**src/rtl/fc_pkg.sv**
```systemverilog
// Shared Fibre Channel definitions: ordered-set words, primitive decode and
// the CRC-32 step used by both the RX checker and the TX side.
package fc;

   typedef enum logic [3:0] {
      PRIM_NONE,
      PRIM_SOF,
      PRIM_EOFN,
      PRIM_EOFT,
      PRIM_EOFA,
      PRIM_EOFNI,
      PRIM_R_RDY,
      PRIM_BB_SCS,
      PRIM_BB_SCR,
      PRIM_VC_RDY
   } prim_e;

   // Ordered-set words as delivered by the framer (K28.5 first).
   localparam logic [31:0] OS_SOFI3  = 32'hBCB55656;
   localparam logic [31:0] OS_SOFN3  = 32'hBCB53636;
   localparam logic [31:0] OS_EOFN   = 32'hBC95D5D5;
   localparam logic [31:0] OS_EOFT   = 32'hBC957575;
   localparam logic [31:0] OS_EOFA   = 32'hBC95F5F5;
   localparam logic [31:0] OS_EOFNI  = 32'hBC8AD5D5;
   localparam logic [31:0] OS_R_RDY  = 32'hBC954A4A;
   localparam logic [31:0] OS_BB_SCS = 32'hBC959696;
   localparam logic [31:0] OS_BB_SCR = 32'hBCB5CACA;
   localparam logic [15:0] OS_VC_RDY_HI = 16'hBCF5;

   localparam logic [31:0] CRC_POLY = 32'h04C11DB7;
   localparam logic [31:0] CRC_INIT = 32'hFFFFFFFF;

   // Counter indices, which are also the MM read addresses.
   localparam int CNT_NUM = 6;

   function automatic prim_e map_primitive(logic [31:0] word);
      prim_e p;
      p = PRIM_NONE;
      case (word)
         OS_SOFI3, OS_SOFN3: p = PRIM_SOF;
         OS_EOFN:            p = PRIM_EOFN;
         OS_EOFT:            p = PRIM_EOFT;
         OS_EOFA:            p = PRIM_EOFA;
         OS_EOFNI:           p = PRIM_EOFNI;
         OS_R_RDY:           p = PRIM_R_RDY;
         OS_BB_SCS:          p = PRIM_BB_SCS;
         OS_BB_SCR:          p = PRIM_BB_SCR;
         default: begin
            if (word[31:16] == OS_VC_RDY_HI) p = PRIM_VC_RDY;
         end
      endcase
      return p;
   endfunction

   // One 32-bit word through the CRC-32 register, bit 31 first, no reflection.
   function automatic logic [31:0] crc32_update(logic [31:0] crc, logic [31:0] data);
      logic [31:0] c;
      logic        fb;
      c = crc;
      for (int i = 31; i >= 0; i--) begin
         fb = c[31] ^ data[i];
         c  = {c[30:0], 1'b0} ^ (fb ? CRC_POLY : 32'h0);
      end
      return c;
   endfunction

endpackage

```
**src/rtl/fc_rx_frame_counters.sv**
```systemverilog
// Per-event counters for the RX frame checker plus the registered MM read port.
module fc_rx_frame_counters
   import fc::*;
(
   input  logic        clk,
   input  logic        reset_n,
   input  logic        inc_good,
   input  logic        inc_crc_err,
   input  logic        inc_abort,
   input  logic        inc_framing,
   input  logic        inc_runt,
   input  logic        inc_rrdy,
   input  logic [2:0]  mm_address,
   input  logic        mm_read,
   output logic [31:0] mm_readdata
);

   logic [31:0]        cnt_q [CNT_NUM];
   logic [CNT_NUM-1:0] inc;
   logic [31:0]        rd_mux;

   assign inc = {inc_rrdy, inc_runt, inc_framing, inc_abort, inc_crc_err, inc_good};

   // Event counters, wrapping modulo 2^32.
   always_ff @(posedge clk) begin
      // NOTE: these counters are architectural state read by software, so every entry is reset.
      if (!reset_n) begin
         for (int i = 0; i < CNT_NUM; i++) cnt_q[i] <= '0;
      end else begin
         for (int i = 0; i < CNT_NUM; i++) begin
            if (inc[i]) cnt_q[i] <= cnt_q[i] + 32'd1;
         end
      end
   end

   // Read mux over the pre-increment counter values; unused addresses read all-ones.
   always_comb begin
      rd_mux = 32'hFFFFFFFF;
      case (mm_address)
         3'd0: rd_mux = cnt_q[0];
         3'd1: rd_mux = cnt_q[1];
         3'd2: rd_mux = cnt_q[2];
         3'd3: rd_mux = cnt_q[3];
         3'd4: rd_mux = cnt_q[4];
         3'd5: rd_mux = cnt_q[5];
         default: rd_mux = 32'hFFFFFFFF;
      endcase
   end

   // Read data register, updated only on a read strobe.
   always_ff @(posedge clk) begin
      if (!reset_n)     mm_readdata <= '0;
      else if (mm_read) mm_readdata <= rd_mux;
   end

endmodule

```
**config.mk**
```make
export PLATFORM = sky130hd
export DESIGN_NAME = fc_rx_frame_counters
export DESIGN_NICKNAME = d
export VERILOG_FILES = /design/src/rtl/fc_pkg.sv /design/src/rtl/fc_rx_frame_counters.sv
export SDC_FILE = /design/constraint.sdc
export NUM_CORES = 1
export LEC_CHECK = 0
export BUFFER_PORTS_ARGS = -buffer_cell sky130_fd_sc_hd__buf_2
export CORE_UTILIZATION = 55
export CTS_CLUSTER_SIZE = 28
export DETAILED_ROUTE_END_ITERATION = 8
export PLACE_DENSITY = 0.76
export SYNTH_ARGS = -nofsm -noshare
export SYNTH_HDL_FRONTEND = slang
export SYNTH_SLANG_ARGS = --single-unit
```
**constraint.sdc**
```tcl
create_clock -name clk -period 3.9 [get_ports clk]
set_input_delay 0.39 -clock clk [delete_from_list [all_inputs] [get_ports clk]]
set_output_delay 0.39 -clock clk [all_outputs]
set_load 0.1 [all_outputs]
```
# Word level (Yosys, flattened, before mapping)
# Memory sizes are Yosys's and may differ from the RTL's.
# Cells that the tools add are included.
# word_totals
register_bits,32
mem_bits_rw,192
inputBits,12
output_inout_bits,32
word_cells,46
n_memories,1
# classes
n_addsub,6
n_eq_ne,5
n_mux,26
n_bitwise,6
n_reduce_logical,1
# memory_table
memory,words,word_bits,rd,rd_clocked_by_memory_dff,write_ports,line,source
cnt_q,6,32,6,0,6,fc_rx_frame_counters.sv:18,logic [31:0] cnt_q [CNT_NUM];
# op_table
cell,n
$add 32x1->32 const B,6
$mux 32,6
$pmux 32 s6,1
$mux 1,19
$eq 3x2->1 const B,2
$eq 3x3->1 const B,2
$or 1x1->1,6
$eq 3x1->1 const B,1
$logic_not 3->1,1

# Depth between registers and ports, before layout
# Gate-level depths: netlist of the first run.
# depth
word_depth,4
depth_mapped,7

# Worst setup path after synthesis of the first run
# OpenSTA, ideal clock, no wires.
# synth_timing
path_type,reg-to-reg
startpoint,memory cnt_q[2][0]
endpoint,memory cnt_q[2][30] (data pin)
arrival_time_ns,1.963
required_time_ns,3.753
slack_ns,1.791
stages_incl_launch_ff,7
n_path_buf,1
period_less_slack_ns,2.109
path_cell_list,edfxtp_1 > ha_1 > nand3_1 > or4_1 > buf_2 > or4_1 > a21oi_1
# synth_rtl
item,line
from (decl),fc_rx_frame_counters.sv:18

==> run summary, run 1 <==
### Drt
• 1,267 — Initial DRC Count
• 11,500 — total number of vias
• 38,400 µm — Final Routed Wirelength
• 0 — DRC violation count after routing
• 22.9 µm — final routed wire length divided by cell count
• 5 — router iterations before antenna repair
• 0 — Detail Route Antenna Nets
• 6.84 — via density per instance

### Global routing
• 1 — initial antenna violation count
• 0 — total overflow reported by the global router
• 40 — maximum number of pins on one net before global-route repair
• 10,400 — vias in the first global route
• 59,600 µm — global-route wire length before repair
• 0.314 — GRT Resource Usage Total

### Timing
• 0 — total of endpoints with negative setup slack in the final report
• 0 ps — sum of negative setup slack
• 393 MHz — max frequency
• 9.27 ps — clock skew
• 0.295 — worst relative slew slack
• 1060 ps — Least-Margin Pin Slew
• 0 — Fin. Hold Viols
• 0 — number of pins exceeding their max-slew limit in the final report
• 2550 ps — final critical path time including I/O delays and setup
• false — RSZ-0062 raised after global routing
• 0.653 — share of the clock period used by the worst path after layout

### Placed design
• 0.0137 mm² — post-placement cell area
• 43 — Port Buf Inserts
• 27,300 µm — dpl hpwl
• 0.911 — RD Place Congestion
• 1,636 — # placed instances

### Clock tree
• 25 — CTS buffer count
• 0 — post-CTS resize count
• 1 — CTS HTree Levels
• sky130_fd_sc_hd__clkbuf_16 — clock tree root buffer cell
• 530 ps — clk_lat worst skew
• 3 — buffer levels on the longest clock path
• 224 — clock tree sinks
• 0 — buffers inserted during post-CTS setup optimization
• 0 — hold buffers post-CTS
• 60 ps — Clock transition at path regs
• yes — clock tree from TritonCTS

### Yosys
• 9.91 µm² — mean instance size in the synthesized netlist
• 0 — async set-reset flop share out of synthesis
• 192 — number of synthesized flops with an enable pin
• 0.432 — top-area cell type share of the netlist area
• 1,363 — total nets after synthesis
• sky130_fd_sc_hd__edfxtp_1 — dominant register cell in the synthesized netlist
• sky130_fd_sc_hd__edfxtp_1 43%, sky130_fd_sc_hd__a21oi_1 4.9%, sky130_fd_sc_hd__dfxtp_1 4.8%, sky130_fd_sc_hd__or4_1 3.8%, sky130_fd_sc_hd__o31ai_1 3.6% — most area-consuming cells after synthesis
• 56 — count of cell types in the netlist
• 0 — yosys synthesis warning count
• sky130_fd_sc_hd__edfxtp_1 — top cell type by total area after synthesis
• 224 — register bit total from synthesis
• 0.0133 mm² — cell area after synthesis
• 0.480 — sequential fraction of the synthesis area
• 1,345 — Gate Count Post-Synth

### Die
• 158 µm — vertical die dimension
• 0.0249 mm² — Die Outline Area
• 56 — total number of placement rows
• 158 µm — overall die width
• 44 — count of boundary I/O pins
• 0.0236 mm² — Core Box Area
• 0.565 — Initial Utilization

### Final layout
• 0.614 — end-of-flow core utilization
• 0 — diode insertion count for antenna repair
• 0.0145 mm² — cell area after layout
• 8.72% — layout-stage area growth over the synthesis result
• 1,682 — Final Instance Count excl. Fillers
• 0.0895 — fraction of layout instances using a drive strength above 1
• 1,362 — NumNets Final

### Worst setup path
• 2890 ps — data arrival time of the critical path
• 4250 ps — Required @ worst endpoint
• 670 ps — critical path's largest stage delay
• 16 — Max Fanout on Critical Path
• sky130_fd_sc_hd__or4_1 — Critical-path top delay cell
• ha_1 -> and4_1 -> nand4_1 -> or4_1 -> a21oi_1 — CP Cell Sequence
• flop — nature of the critical path endpoint
• flop — crit start category
• flop to flop — type of the worst setup path

### Pwr
• 4.86 nW — leakage power
• 410 mW/mm² — power density normalized to cell area
• 5.94 mW — post-route total power
• 0.285 mV — maximum resistive drop on vdd

### Run status
• finished, final reports clean — run status

### Flow run
• 0 — max-cap check violation count

### Hold path
• primary input to flop — hold crit path type

==> final cells by class <==
class / instances / area, µm²
clock buffers: 36 / 677
clock inverters: 10 / 78.8
fillers: 1942 / 9110
inverters: 22 / 82.6
multi-input cells: 1010 / 6500
flip-flops and latches: 224 / 6410
well taps: 319 / 399
repair buffers: 61 / 350
==> layer usage <==
metal / up-vias / GRT usage / part of all wire
met3: 82 / 0.0613 / 0.11
met1: 5498 / 0.440 / 0.40
met2: 634 / 0.480 / 0.45
met4: 2 / 0.116 / 0.037
met5: - / 0 / 0.00034
li1: 5297 / - / -
==> state kept, by name, summed over array words and instances, names as in the netlist <==
| register | flops |
|---|---|
| mm_readdata | 32 |
| cnt_q | 192 |
==> metrics by stage <==
stage / hold slack [ps] / worst slack [ps]
detailed placement: 464 / 1420
global route: 255 / 1210
finish: 231 / 1350
CTS: 214 / 1410
floorplan: 563 / 1790
global placement: 457 / 1480
==> synth_stat cells, types with 28 or more instances <==
library cell                 n
sky130_fd_sc_hd__nand4_1    48
sky130_fd_sc_hd__a22oi_1    36
sky130_fd_sc_hd__o21ai_0    52
sky130_fd_sc_hd__or3_1      30
sky130_fd_sc_hd__mux2i_1    33
sky130_fd_sc_hd__nand2_1    88
sky130_fd_sc_hd__or4_1      68
sky130_fd_sc_hd__a21oi_1   131
sky130_fd_sc_hd__xnor2_1    30
sky130_fd_sc_hd__xor2_1     33
sky130_fd_sc_hd__nor2_1     87
sky130_fd_sc_hd__dfxtp_1    32
sky130_fd_sc_hd__edfxtp_1  192
sky130_fd_sc_hd__o31ai_1    64
sky130_fd_sc_hd__and4_1     28
sky130_fd_sc_hd__clkbuf_1   72
sky130_fd_sc_hd__nand3_1    71
==> placed cells by master (no fill, tap or decap), types with 25 or more instances in the layout <==
master / Yosys / routed
sky130_fd_sc_hd__a21oi_1: 131 / 131
sky130_fd_sc_hd__nand3_1: 71 / 71
sky130_fd_sc_hd__nand4_1: 48 / 48
sky130_fd_sc_hd__clkbuf_16: 0 / 25
sky130_fd_sc_hd__or3_1: 30 / 30
sky130_fd_sc_hd__xnor2_1: 30 / 30
sky130_fd_sc_hd__buf_2: 3 / 43
sky130_fd_sc_hd__o21ai_0: 52 / 52
sky130_fd_sc_hd__edfxtp_1: 192 / 192
sky130_fd_sc_hd__xor2_1: 33 / 33
sky130_fd_sc_hd__o31ai_1: 64 / 64
sky130_fd_sc_hd__a22oi_1: 36 / 36
sky130_fd_sc_hd__mux2i_1: 33 / 33
sky130_fd_sc_hd__dfxtp_1: 32 / 32
sky130_fd_sc_hd__nor2_1: 87 / 87
sky130_fd_sc_hd__nand2_1: 88 / 88
sky130_fd_sc_hd__and4_1: 28 / 28
sky130_fd_sc_hd__or4_1: 68 / 68
==> report_power, final <==
group	switching [mW]	total [mW]	leakage, nW	internal [mW]
combinational	0.492	0.686	2.10	0.194
sequential	0.242	3.01	2.39	2.77
clock	0.968	2.24	0.370	1.27
==> critical path: cells and delay by family, from the launching register on <==
kind | cells | cell delay (ps)
adders and majority gates | 1 | 240
DFF | 1 | 430
AOI/OAI and AO/OA | 1 | 170
and+or+nand+nor | 3 | 1540
==> worst paths after layout <==
path              slack (ps)                    startpoint  cells after the start                      endpoint
setup / recovery        1350     cnt_q[3][0]$_SDFFCE_PN0P_                      5    cnt_q[3][30]$_SDFFCE_PN0P_
hold / removal           230                   inc_crc_err                      2     cnt_q[1][1]$_SDFFCE_PN0P_
setup reg to reg        1350     cnt_q[3][0]$_SDFFCE_PN0P_                      5    cnt_q[3][30]$_SDFFCE_PN0P_
hold reg to reg          480  mm_readdata[11]$_SDFFE_PN0P_                      1  mm_readdata[11]$_SDFFE_PN0P_
==> cells by family after synthesis <==
family | count (synthesis) | synth area share
and+or+nand+nor | 519 | 0.218
AOI/OAI and AO/OA | 372 | 0.182
DFF | 224 | 0.480
buffers and inverters | 111 | 0.0323
xor gates and xnor gates | 63 | 0.0414
muxes | 50 | 0.0400
adders and majority gates | 6 | 0.00563
Note: power is estimated with default switching activity, not from simulation.
==> run 2, diff against run 1 <==
Settings changed: ABC_AREA set to 1, PLACE_DENSITY 0.76 to 0.79.
Clock period 3.9 ns to 2.1 ns, I/O delays scaled along.
==> run summary, run 2 <==
### Drt
• 0 — DRC violation count after routing
• 0 — Detail Route Antenna Nets
• 6 — router iterations before antenna repair
• 5.82 — via density per instance
• 2,079 — Initial DRC Count
• 18.4 µm — final routed wire length divided by cell count
• 46,100 µm — Final Routed Wirelength
• 14,600 — total number of vias

### Worst setup path
• simple AND/OR/NAND/NOR gates — family with the most delay on the worst path
• sky130_fd_sc_hd__nand2_1 — most repeated library cell on the critical path
• cnt_q[1][0]$_SDFFCE_PN0P_ — start point of the critical path
• flop — crit start category
• 1 — Bufs and invs on worst path
• ha_1 -> nand2_1 -> nor2_1 -> inv_1 -> nor2_1 -> nand2_1 -> nand2_1 -> a21oi_1 — CP Cell Sequence
• flop to flop — type of the worst setup path
• 2150 ps — data arrival time of the critical path
• sky130_fd_sc_hd__edfxtp_1 — Critical-path top delay cell
• 5 — Max Fanout on Critical Path
• cnt_q[1][0]$_SDFFCE_PN0P_ — startpoint of the lowest-slack register-to-register path
• 400 ps — critical path's largest stage delay
• 2380 ps — Required @ worst endpoint
• flop — nature of the critical path endpoint

### Final layout
• 0.00685 mm² — multi-input combinational cell area
• 0.626 — end-of-flow core utilization
• 627 x sky130_fd_sc_hd__nand2_1, 457 x sky130_fd_sc_hd__nor2_1, 236 x sky130_fd_sc_hd__inv_1, 192 x sky130_fd_sc_hd__edfxtp_1, 190 x sky130_fd_sc_hd__a21oi_1 — commonest cells after routing, fill and taps aside
• sky130_fd_sc_hd__nand2_1 — commonest non-fill, non-tap cell in the layout
• 2,179 — NumNets Final
• 0 — diode insertion count for antenna repair
• 10.7% — layout-stage area growth over the synthesis result
• 2,511 — Final Instance Count excl. Fillers
• 0.0578 — fraction of layout instances using a drive strength above 1
• 2,340 — layout filler cell count
• 192 — max reg flops
• cnt_q x192, mm_readdata x32 — leading registers by flop count
• 0.00641 mm² — sequential cell area in the final layout
• cnt_q — register ranked first by flip-flop count

### Timing
• 0.595 — worst relative slew slack
• 135 ps — worst hold margin
• 0.891 — share of the clock period used by the worst path after layout
• 230 ps — fin worst setup slack
• 603 ps — Least-Margin Pin Slew
• false — RSZ-0062 raised after global routing
• 12.2 ps — clock skew
• 0 — Fin. Hold Viols
• 0 ps — sum of negative setup slack
• 0 — total of endpoints with negative setup slack in the final report
• 1870 ps — final critical path time including I/O delays and setup
• 535 MHz — max frequency
• 0 — number of pins exceeding their max-slew limit in the final report

### Placed design
• 285 ps — post-placement worst setup slack
• 35,600 µm — dpl hpwl
• 43 — Port Buf Inserts
• 2,463 — # placed instances
• 1.01 — RD Place Congestion

### Clock tree
• 540 ps — clk_lat worst skew
• yes — clock tree from TritonCTS
• 0 — hold buffers post-CTS
• 0 — post-CTS resize count
• 1 — CTS HTree Levels
• 60 ps — Clock transition at path regs
• 26 — CTS buffer count
• 3 — buffer levels on the longest clock path
• 0 — buffers inserted during post-CTS setup optimization
• sky130_fd_sc_hd__clkbuf_16 — clock tree root buffer cell
• 224 — clock tree sinks

### Yosys
• 0.0143 mm² — cell area after synthesis
• 0 — yosys synthesis warning count
• 2,120 — total nets after synthesis
• 627 x sky130_fd_sc_hd__nand2_1, 457 x sky130_fd_sc_hd__nor2_1, 236 x sky130_fd_sc_hd__inv_1, 192 x sky130_fd_sc_hd__edfxtp_1, 190 x sky130_fd_sc_hd__a21oi_1 — Synth top cells by count
• 0.403 — top-area cell type share of the netlist area
• 0 — multiplexer area fraction after synthesis
• sky130_fd_sc_hd__edfxtp_1 40%, sky130_fd_sc_hd__nand2_1 16%, sky130_fd_sc_hd__nor2_1 12%, sky130_fd_sc_hd__a21oi_1 6.6%, sky130_fd_sc_hd__inv_1 6.2% — most area-consuming cells after synthesis
• 6.81 µm² — mean instance size in the synthesized netlist
• 0.00551 — area share of xor/xnor cells in the synthesized design
• 0.124 — Synth Area in Compound Gates
• 0.447 — sequential fraction of the synthesis area
• 2,102 — Gate Count Post-Synth
• 0 — async set-reset flop share out of synthesis
• sky130_fd_sc_hd__edfxtp_1 — dominant register cell in the synthesized netlist
• 0.00524 — Synth Area in Adders
• sky130_fd_sc_hd__nand2_1 — leading cell type by number of instances after synthesis
• 224 — register bit total from synthesis
• 30 — count of cell types in the netlist
• sky130_fd_sc_hd__edfxtp_1 — top cell type by total area after synthesis
• simple AND/OR/NAND/NOR gates — combinational family with the most area after synthesis
• 0.343 — synthesized-area fraction occupied by and/or/nand/nor cells
• 192 — number of synthesized flops with an enable pin

### Die
• 0.0253 mm² — Core Box Area
• 44 — count of boundary I/O pins
• 58 — total number of placement rows
• 163 µm — overall die width
• 163 µm — vertical die dimension
• 0.565 — Initial Utilization
• 0.0267 mm² — Die Outline Area

### Pwr
• 0.288 — sw frac
• 8.14 mW — internal power
• 0.116 — fraction of power consumed by combinational cells
• 0.657 mV — maximum resistive drop on vdd
• 5.60 nW — leakage power
• 3.29 mW — reported net switching power
• 0.482 — Reg power frac
• 721 mW/mm² — power density normalized to cell area
• 0.402 — clock share of power

### Global routing
• 0.351 — GRT Resource Usage Total
• 0.498 — routing usage on met1
• 0.0449 — met3 layer usage reported by global route
• met2 — layer with the highest usage
• 71,700 µm — global-route wire length before repair
• 2 — initial antenna violation count
• 0 — total overflow reported by the global router
• 33 — maximum number of pins on one net before global-route repair
• 0.529 — routing usage on met2
• 13,200 — vias in the first global route

### Hold path
• primary input to flop — hold crit path type
• reset_n — startpoint of the most critical hold path

### Flow run
• 0 — max-cap check violation count

### Run status
• finished, final reports clean — run status

## run 2: cell types whose count changed after synthesis, moves of 30 or more
cell and delta:
sky130_fd_sc_hd__or4_1 -68, sky130_fd_sc_hd__nand2_1 +539, sky130_fd_sc_hd__inv_1 +215, sky130_fd_sc_hd__or3_1 -30, sky130_fd_sc_hd__clkbuf_1 -50, sky130_fd_sc_hd__a21oi_1 +59
sky130_fd_sc_hd__o31ai_1 -64, sky130_fd_sc_hd__nand4_1 -40, sky130_fd_sc_hd__mux2i_1 -33, sky130_fd_sc_hd__o21ai_0 +85, sky130_fd_sc_hd__nor2_1 +370, sky130_fd_sc_hd__a22oi_1 -36
## run 2: metrics by stage
stage / total power [mW] / cell area [µm²]
after floorplan: 6.38 / 14300
after global placement: 6.84 / 15000
after detailed placement: 6.87 / 15000
after CTS: 11.4 / 15900
after global routing: 11.7 / 15900
final: 11.4 / 15900
## run 2: area by class of cell
class,instances,share of cell area
clock inverters,16,0.00939
inverters,238,0.0563
multi-input cells,1601,0.432
well taps,330,0.0260
flip-flops and latches,224,0.404
repair buffers,70,0.0287
clock buffers,32,0.0438
## run 2: worst min-delay path, delay by kind of cell
family	cells	cell delay, ps
compound gates	2	170
buf+inv	1	240
## run 2: kinds of logic (layout without fill, tap and decap cells)
family                   count (synthesis)  after routing
AO/OA/AOI/OAI                          348            348
XOR/XNOR                                 9              9
adder cells (fa/ha/maj)                  6              6
buffers and inverters                  277            356
flip-flops                             224            224
AND/OR/NAND/NOR                       1238           1238
## run 2: per-layer routing
metal,share of wire,routed length [µm],up-vias
met1,0.41,18900,6652
li1,-,-,6931
met2,0.43,19800,894
met5,0.00028,13,-
met3,0.11,5040,133
met4,0.051,2360,2
## run 2: path summary, 6_finish.rpt
check,to,slack (ps),depth (start not counted)
worst max register to register,cnt_q[1][28]$_SDFFCE_PN0P_,230,8
worst min register to register,mm_readdata[31]$_SDFFE_PN0P_,540,2
worst max-delay path,cnt_q[1][28]$_SDFFCE_PN0P_,230,8
worst min-delay path,mm_readdata[19]$_SDFFE_PN0P_,130,3
## run 2: power groups by stage
| stage | Clock, mW | Combinational, mW | Sequential [mW] |
|---|---|---|---|
| 4_1_cts | 4.61 | 1.30 | 5.48 |
| 5_1_grt | 4.76 | 1.42 | 5.53 |
| 2_1_floorplan | 0 | 0.616 | 5.77 |
| 3_3_place_gp | 0 | 1.27 | 5.56 |
| 3_5_place_dp | 0 | 1.30 | 5.57 |
| 6_report | 4.60 | 1.33 | 5.50 |
